===== src/rtl/sync_fifo_pkg.sv =====
// Shared constants and helpers for the FIFO read-side stream adapter.
// Buffer indices run 0..STREAM_BUF_DEPTH-1 and wrap at the last entry, not at 3.
package sync_fifo_pkg;

    localparam int FIFO_RD_LATENCY  = 1;
    localparam int STREAM_BUF_DEPTH = 3;

    function automatic logic [1:0] idx_inc(input logic [1:0] idx);
        return (idx == 2'(STREAM_BUF_DEPTH - 1)) ? 2'd0 : idx + 2'd1;
    endfunction

endpackage


===== src/rtl/stream_prefetch_buf.sv =====
// Three-entry circular prefetch buffer: push captures a word, pop advances the
// read pointer, and data_out always shows the oldest held word.
module stream_prefetch_buf
    import sync_fifo_pkg::*;
#(
    parameter int DATA_WIDTH = 8
) (
    input  logic                  clk,
    input  logic                  rst_n,
    input  logic                  push,
    input  logic [DATA_WIDTH-1:0] push_data,
    input  logic                  pop,
    output logic [1:0]            count,
    output logic [DATA_WIDTH-1:0] data_out
);

    logic [DATA_WIDTH-1:0] mem_q [STREAM_BUF_DEPTH];
    logic [DATA_WIDTH-1:0] mem_d [STREAM_BUF_DEPTH];
    logic [1:0]            wr_idx_q, wr_idx_d;
    logic [1:0]            rd_idx_q, rd_idx_d;
    logic [1:0]            count_q, count_d;

    always_comb begin
        mem_d    = mem_q;
        wr_idx_d = wr_idx_q;
        rd_idx_d = rd_idx_q;
        if (push) begin
            mem_d[wr_idx_q] = push_data;
            wr_idx_d        = idx_inc(wr_idx_q);
        end
        if (pop) begin
            rd_idx_d = idx_inc(rd_idx_q);
        end
        // Simultaneous push and pop leave the level unchanged.
        count_d = count_q + {1'b0, push} - {1'b0, pop};
    end

    always_ff @(posedge clk) begin
        if (!rst_n) begin
            for (int i = 0; i < STREAM_BUF_DEPTH; i++) begin
                mem_q[i] <= '0;
            end
            wr_idx_q <= 2'd0;
            rd_idx_q <= 2'd0;
            count_q  <= 2'd0;
        end else begin
            mem_q    <= mem_d;
            wr_idx_q <= wr_idx_d;
            rd_idx_q <= rd_idx_d;
            count_q  <= count_d;
        end
    end

    assign count    = count_q;
    assign data_out = mem_q[rd_idx_q];

endmodule


===== src/rtl/sync_fifo_stream_rd.sv =====
// Read-side adapter for the registered-output synchronous FIFO: issues rd_en,
// tracks the one in-flight read, and presents a valid/ready stream.
module sync_fifo_stream_rd
    import sync_fifo_pkg::*;
#(
    parameter int DATA_WIDTH = 8
) (
    input  logic                  clk,
    input  logic                  rst_n,
    input  logic                  fifo_empty,
    input  logic [DATA_WIDTH-1:0] fifo_data,
    output logic                  fifo_rd_en,
    output logic                  m_valid,
    input  logic                  m_ready,
    output logic [DATA_WIDTH-1:0] m_data,
    output logic [1:0]            buf_level
);

    logic       in_flight_q, in_flight_d;
    logic [1:0] count;
    logic [2:0] pending;
    logic       pop;

    // Issue depends only on registered state and fifo_empty, so m_ready never
    // reaches fifo_rd_en combinationally.
    always_comb begin
        pending     = {1'b0, count} + {2'b00, in_flight_q};
        fifo_rd_en  = rst_n && !fifo_empty && (pending <= 3'd2);
        in_flight_d = fifo_rd_en && !fifo_empty;
        m_valid     = (count != 2'd0);
        pop         = m_valid && m_ready;
        buf_level   = count;
    end

    always_ff @(posedge clk) begin
        if (!rst_n) begin
            in_flight_q <= 1'b0;
        end else begin
            in_flight_q <= in_flight_d;
        end
    end

    stream_prefetch_buf #(
        .DATA_WIDTH(DATA_WIDTH)
    ) u_buf (
        .clk      (clk),
        .rst_n    (rst_n),
        .push     (in_flight_q),
        .push_data(fifo_data),
        .pop      (pop),
        .count    (count),
        .data_out (m_data)
    );

endmodule

===== config.mk =====
export PLATFORM = sky130hd
export DESIGN_NAME = sync_fifo_stream_rd
export DESIGN_NICKNAME = d
export VERILOG_FILES = /design/src/rtl/sync_fifo_pkg.sv /design/src/rtl/stream_prefetch_buf.sv /design/src/rtl/sync_fifo_stream_rd.sv
export SDC_FILE = /design/constraint.sdc
export NUM_CORES = 1
export LEC_CHECK = 0
export BUFFER_PORTS_ARGS = -buffer_cell sky130_fd_sc_hd__buf_4
export CAP_MARGIN = 20
export CELL_PAD_IN_SITES_DETAIL_PLACEMENT = 0
export CELL_PAD_IN_SITES_GLOBAL_PLACEMENT = 1
export CORE_MARGIN = 5
export CORE_UTILIZATION = 42
export CTS_CLUSTER_SIZE = 20
export DETAILED_ROUTE_END_ITERATION = 12
export PLACE_DENSITY = 0.75
export REMOVE_ABC_BUFFERS = 1
export SETUP_SLACK_MARGIN = 0.1
export SYNTH_ARGS = -nofsm -noshare
export SYNTH_HDL_FRONTEND = slang
export SYNTH_SLANG_ARGS = --single-unit

===== constraint.sdc =====
create_clock -name clk -period 1.9 [get_ports clk]
set_input_delay 0.095 -clock clk [delete_from_list [all_inputs] [get_ports clk]]
set_output_delay 0.095 -clock clk [all_outputs]
set_load 0.01 [all_outputs]

==> results.py <==
metrics = {
    "logic_synthesis": {
        "synthTopCellsByArea": "dfxtp_1 (43%), mux2i_1 (24%), nand2_1 (9.6%)",
        "yosysSeqAreaShare": 0.429,
        "netlist_area_um2": 1450,
        "synth_cells": 148,
        "synth_top_area_share": 0.429,
        "synth_cell_types": 23,
        "synth_warnings": 0,
        "avgSynthCellArea_um2": 9.77,
        "yosysTopAreaCell": "dfxtp_1",
        "synth.ff_latch_count": 31,
    },
    "sta": {
        "fmax_mhz": 575,
        "rsz0062_at_grt": "yes",
        "slew_headroom": 0.628,
        "hold_viol_final": 0,
        "fin_skew_ns": 0.00876,
        "fin_crit_sh": 0.916,
        "fin_crit_ns": 1.74,
        "setup_viol": 0,
        "fin_setup_tns_ns": 0,
        "tightest_slew_ns": 0.558,
        "drv_slew": 0,
    },
    "global_route": {
        "grt_pass1_vias": 1030,
        "grt_max_degree": 28,
        "grt_pass1_wl_um": 4690,
        "antenna_found_initial": 0,
        "track_usage": 0.141,
        "gr-total-overflow": 0,
    },
    "power": {
        "p_comb_frac": 0.277,
        "p_per_area_nw_per_um2": 939,
        "power.internal_w": 0.00116,
        "p_switching_w": 0.000490,
        "power.leakage_nw": 0.793,
        "p_sw_frac": 0.298,
        "p_clk_frac": 0.266,
        "ir_worst_vdd_v": 0.000531,
        "seqPwrFrac": 0.457,
    },
    "layout": {
        "num_antenna_cells": 0,
        "areaGrowthSynthToFinish_pct": 21.2,
        "utilization": 0.525,
        "multiInputGateArea_um2": 772,
        "finish.instance_area_um2": 1750,
        "seqCellArea_um2": 626,
        "layout.nets": 189,
        "fillers": 334,
        "drive_gt1_frac": 0.237,
    },
    "clock_tree": {
        "cts_buffer_depth": 2,
        "clk_latency_ns": 0.33,
        "cts.clk_slew.worst_paths_ns": 0.10,
        "hold_buffers": 0,
        "cts.sinks": 31,
        "htree_levels": 2,
        "clockRootBuffer": "clkbuf_4",
        "cts_tree": "done",
        "cts_buffers": 5,
    },
    "placement": {
        "dp_hpwl_um": 2050,
        "port_buffers": 23,
        "gp_congestion": 0.730,
        "place_area_um2": 1650,
    },
    "job": {
        "drv_cap": 0,
    },
    "critical_path": {
        "cp-end-kind": "output pin",
        "critPathLaunchType": "register",
        "worstPathMaxFanout": 4,
        "critPathArrivalTime_ns": 1.65,
        "crit_type": "register to output pin",
        "crit_required_ns": 1.80,
    },
    "floorplanning": {
        "ios": 24,
        "die_h_um": 68.7,
        "start_util": 0.433,
        "dieArea_um2": 4720,
        "core-area_um2": 3340,
        "die_w_um": 68.7,
        "rows": 21,
    },
    "detailed_routing": {
        "dr.pass1.iters": 4,
        "route.vias.total": 1075,
        "wire_per_inst_um": 13.3,
        "viasPerCell": 4.91,
        "drc_errors": 0,
        "drt-initial-drc-count": 50,
        "wirelength_um": 2920,
        "postRouteAntennaNets": 0,
    },
    "worst_hold_path": {
        "hold_class": "input port to register",
    },
    "outcome": {
        "status": "finished clean",
    },
}
## Yosys cell counts
| cell | number |
|---|---|
| a21boi_0 | 2 |
| and2_1 | 1 |
| and3b_1 | 1 |
| buf_2 | 4 |
| buf_6 | 1 |
| clkbuf_1 | 5 |
| clkbuf_2 | 1 |
| dfxtp_1 | 31 |
| ha_1 | 5 |
| inv_1 | 5 |
| mux2i_1 | 34 |
| nand2_1 | 37 |
| nand2b_1 | 2 |
| nand3b_1 | 2 |
| nor2b_1 | 2 |
| nor3b_1 | 1 |
| o211a_1 | 2 |
| o21a_1 | 1 |
| o22ai_1 | 2 |
| o2bb2ai_1 | 6 |
| or3b_1 | 1 |
| or3b_2 | 1 |
| xnor3_1 | 1 |
## flip-flops by register name (all words and copies together) (netlist names)
register,cells
u_buf.mem_q,24
u_buf.count,2
u_buf.rd_idx_q,2
u_buf.wr_idx_q,2
in_flight_q,1
## logic make-up (layout without fill, tap and decap cells)
group	Yosys count	after routing	share of synthesized area
compound gates	13	13	0.0744
xor+xnor	1	1	0.0156
fa+ha+maj	5	5	0.0433
buf+inv	16	41	0.0510
flops	31	31	0.429
mux	34	34	0.235
simple gates	48	48	0.151
## placed cells by master, fill, tap and decap left out, drive strengths merged, types with 5 or more instances in the layout
cell type  instances
nand2             37
mux2i             34
dfxtp             31
buf               28
clkbuf             8
o2bb2ai            6
inv                5
ha                 5
## per-stage QoR
step | hold WS [ns] | total power (W) | setup slack, ns | instances
floorplan | 0.217 | 0.00101 | 0.519 | 137
global placement | 0.375 | 0.00119 | 0.443 | 210
detailed placement | 0.382 | 0.00120 | 0.380 | 210
CTS | 0.0190 | 0.00164 | 0.113 | 218
global route | 0.0194 | 0.00174 | 0.0799 | 219
finish | 0.0199 | 0.00165 | 0.159 | 219
## power groups by stage
stage          Combinational [W]  Clock (W)  Sequential (W)
2_1_floorplan           0.000237          0        0.000778
5_1_grt                 0.000502   0.000482        0.000759
4_1_cts                 0.000447   0.000446        0.000749
3_3_place_gp            0.000435          0        0.000757
3_5_place_dp            0.000439          0        0.000762
6_report                0.000456   0.000439        0.000752
## worst max-delay path, stage by stage (launching register included)
cell and delay, ns:
dfxtp_2 0.39, ha_4 0.15, inv_1 0.04, ha_1 0.25
nor3b_2 0.16, o211a_1 0.20, buf_4 0.14
## path summary, 6_finish.rpt
check | cells past startpoint | slack (ns) | end | startpoint
max | 6 | 0.16 | fifo_rd_en | u_buf.count[0]$_SDFF_PN0_
min | 3 | 0.02 | in_flight_q$_SDFF_PN0_ | fifo_empty
max reg2reg | 6 | 0.45 | u_buf.count[1]$_SDFF_PN0_ | u_buf.count[1]$_SDFF_PN0_
min reg2reg | 2 | 0.46 | u_buf.mem_q[3]$_SDFFE_PN0P_ | u_buf.mem_q[3]$_SDFFE_PN0P_
## layer usage
metal | vias up | GRT usage | routed length, µm
met2 | 19 | 0.232 | 1400
met5 | - | 0 | 0
li1 | 547 | - | -
met4 | 0 | 0.0744 | 51
met3 | 5 | 0.0389 | 111
met1 | 504 | 0.165 | 1360
## final cells by class
| cell class | count | share of cell area |
|---|---|---|
| Sequential cell | 31 | 0.357 |
| Timing Repair Buffer | 28 | 0.120 |
| Inverter | 5 | 0.0107 |
| Tap cell | 46 | 0.0328 |
| Multi-Input combinational cell | 101 | 0.440 |
| Clock buffer | 8 | 0.0393 |
## timing repair
| action | CTS | global route |
|---|---|---|
| setup buffers | 0 | 1 |
| gates cloned | 0 | 0 |
| pin swaps | 0 | 0 |
| endpoints found under the setup margin | 1 | 7 |
| gates resized for setup | 3 | 4 |
(Power assumes the default switching activity.)
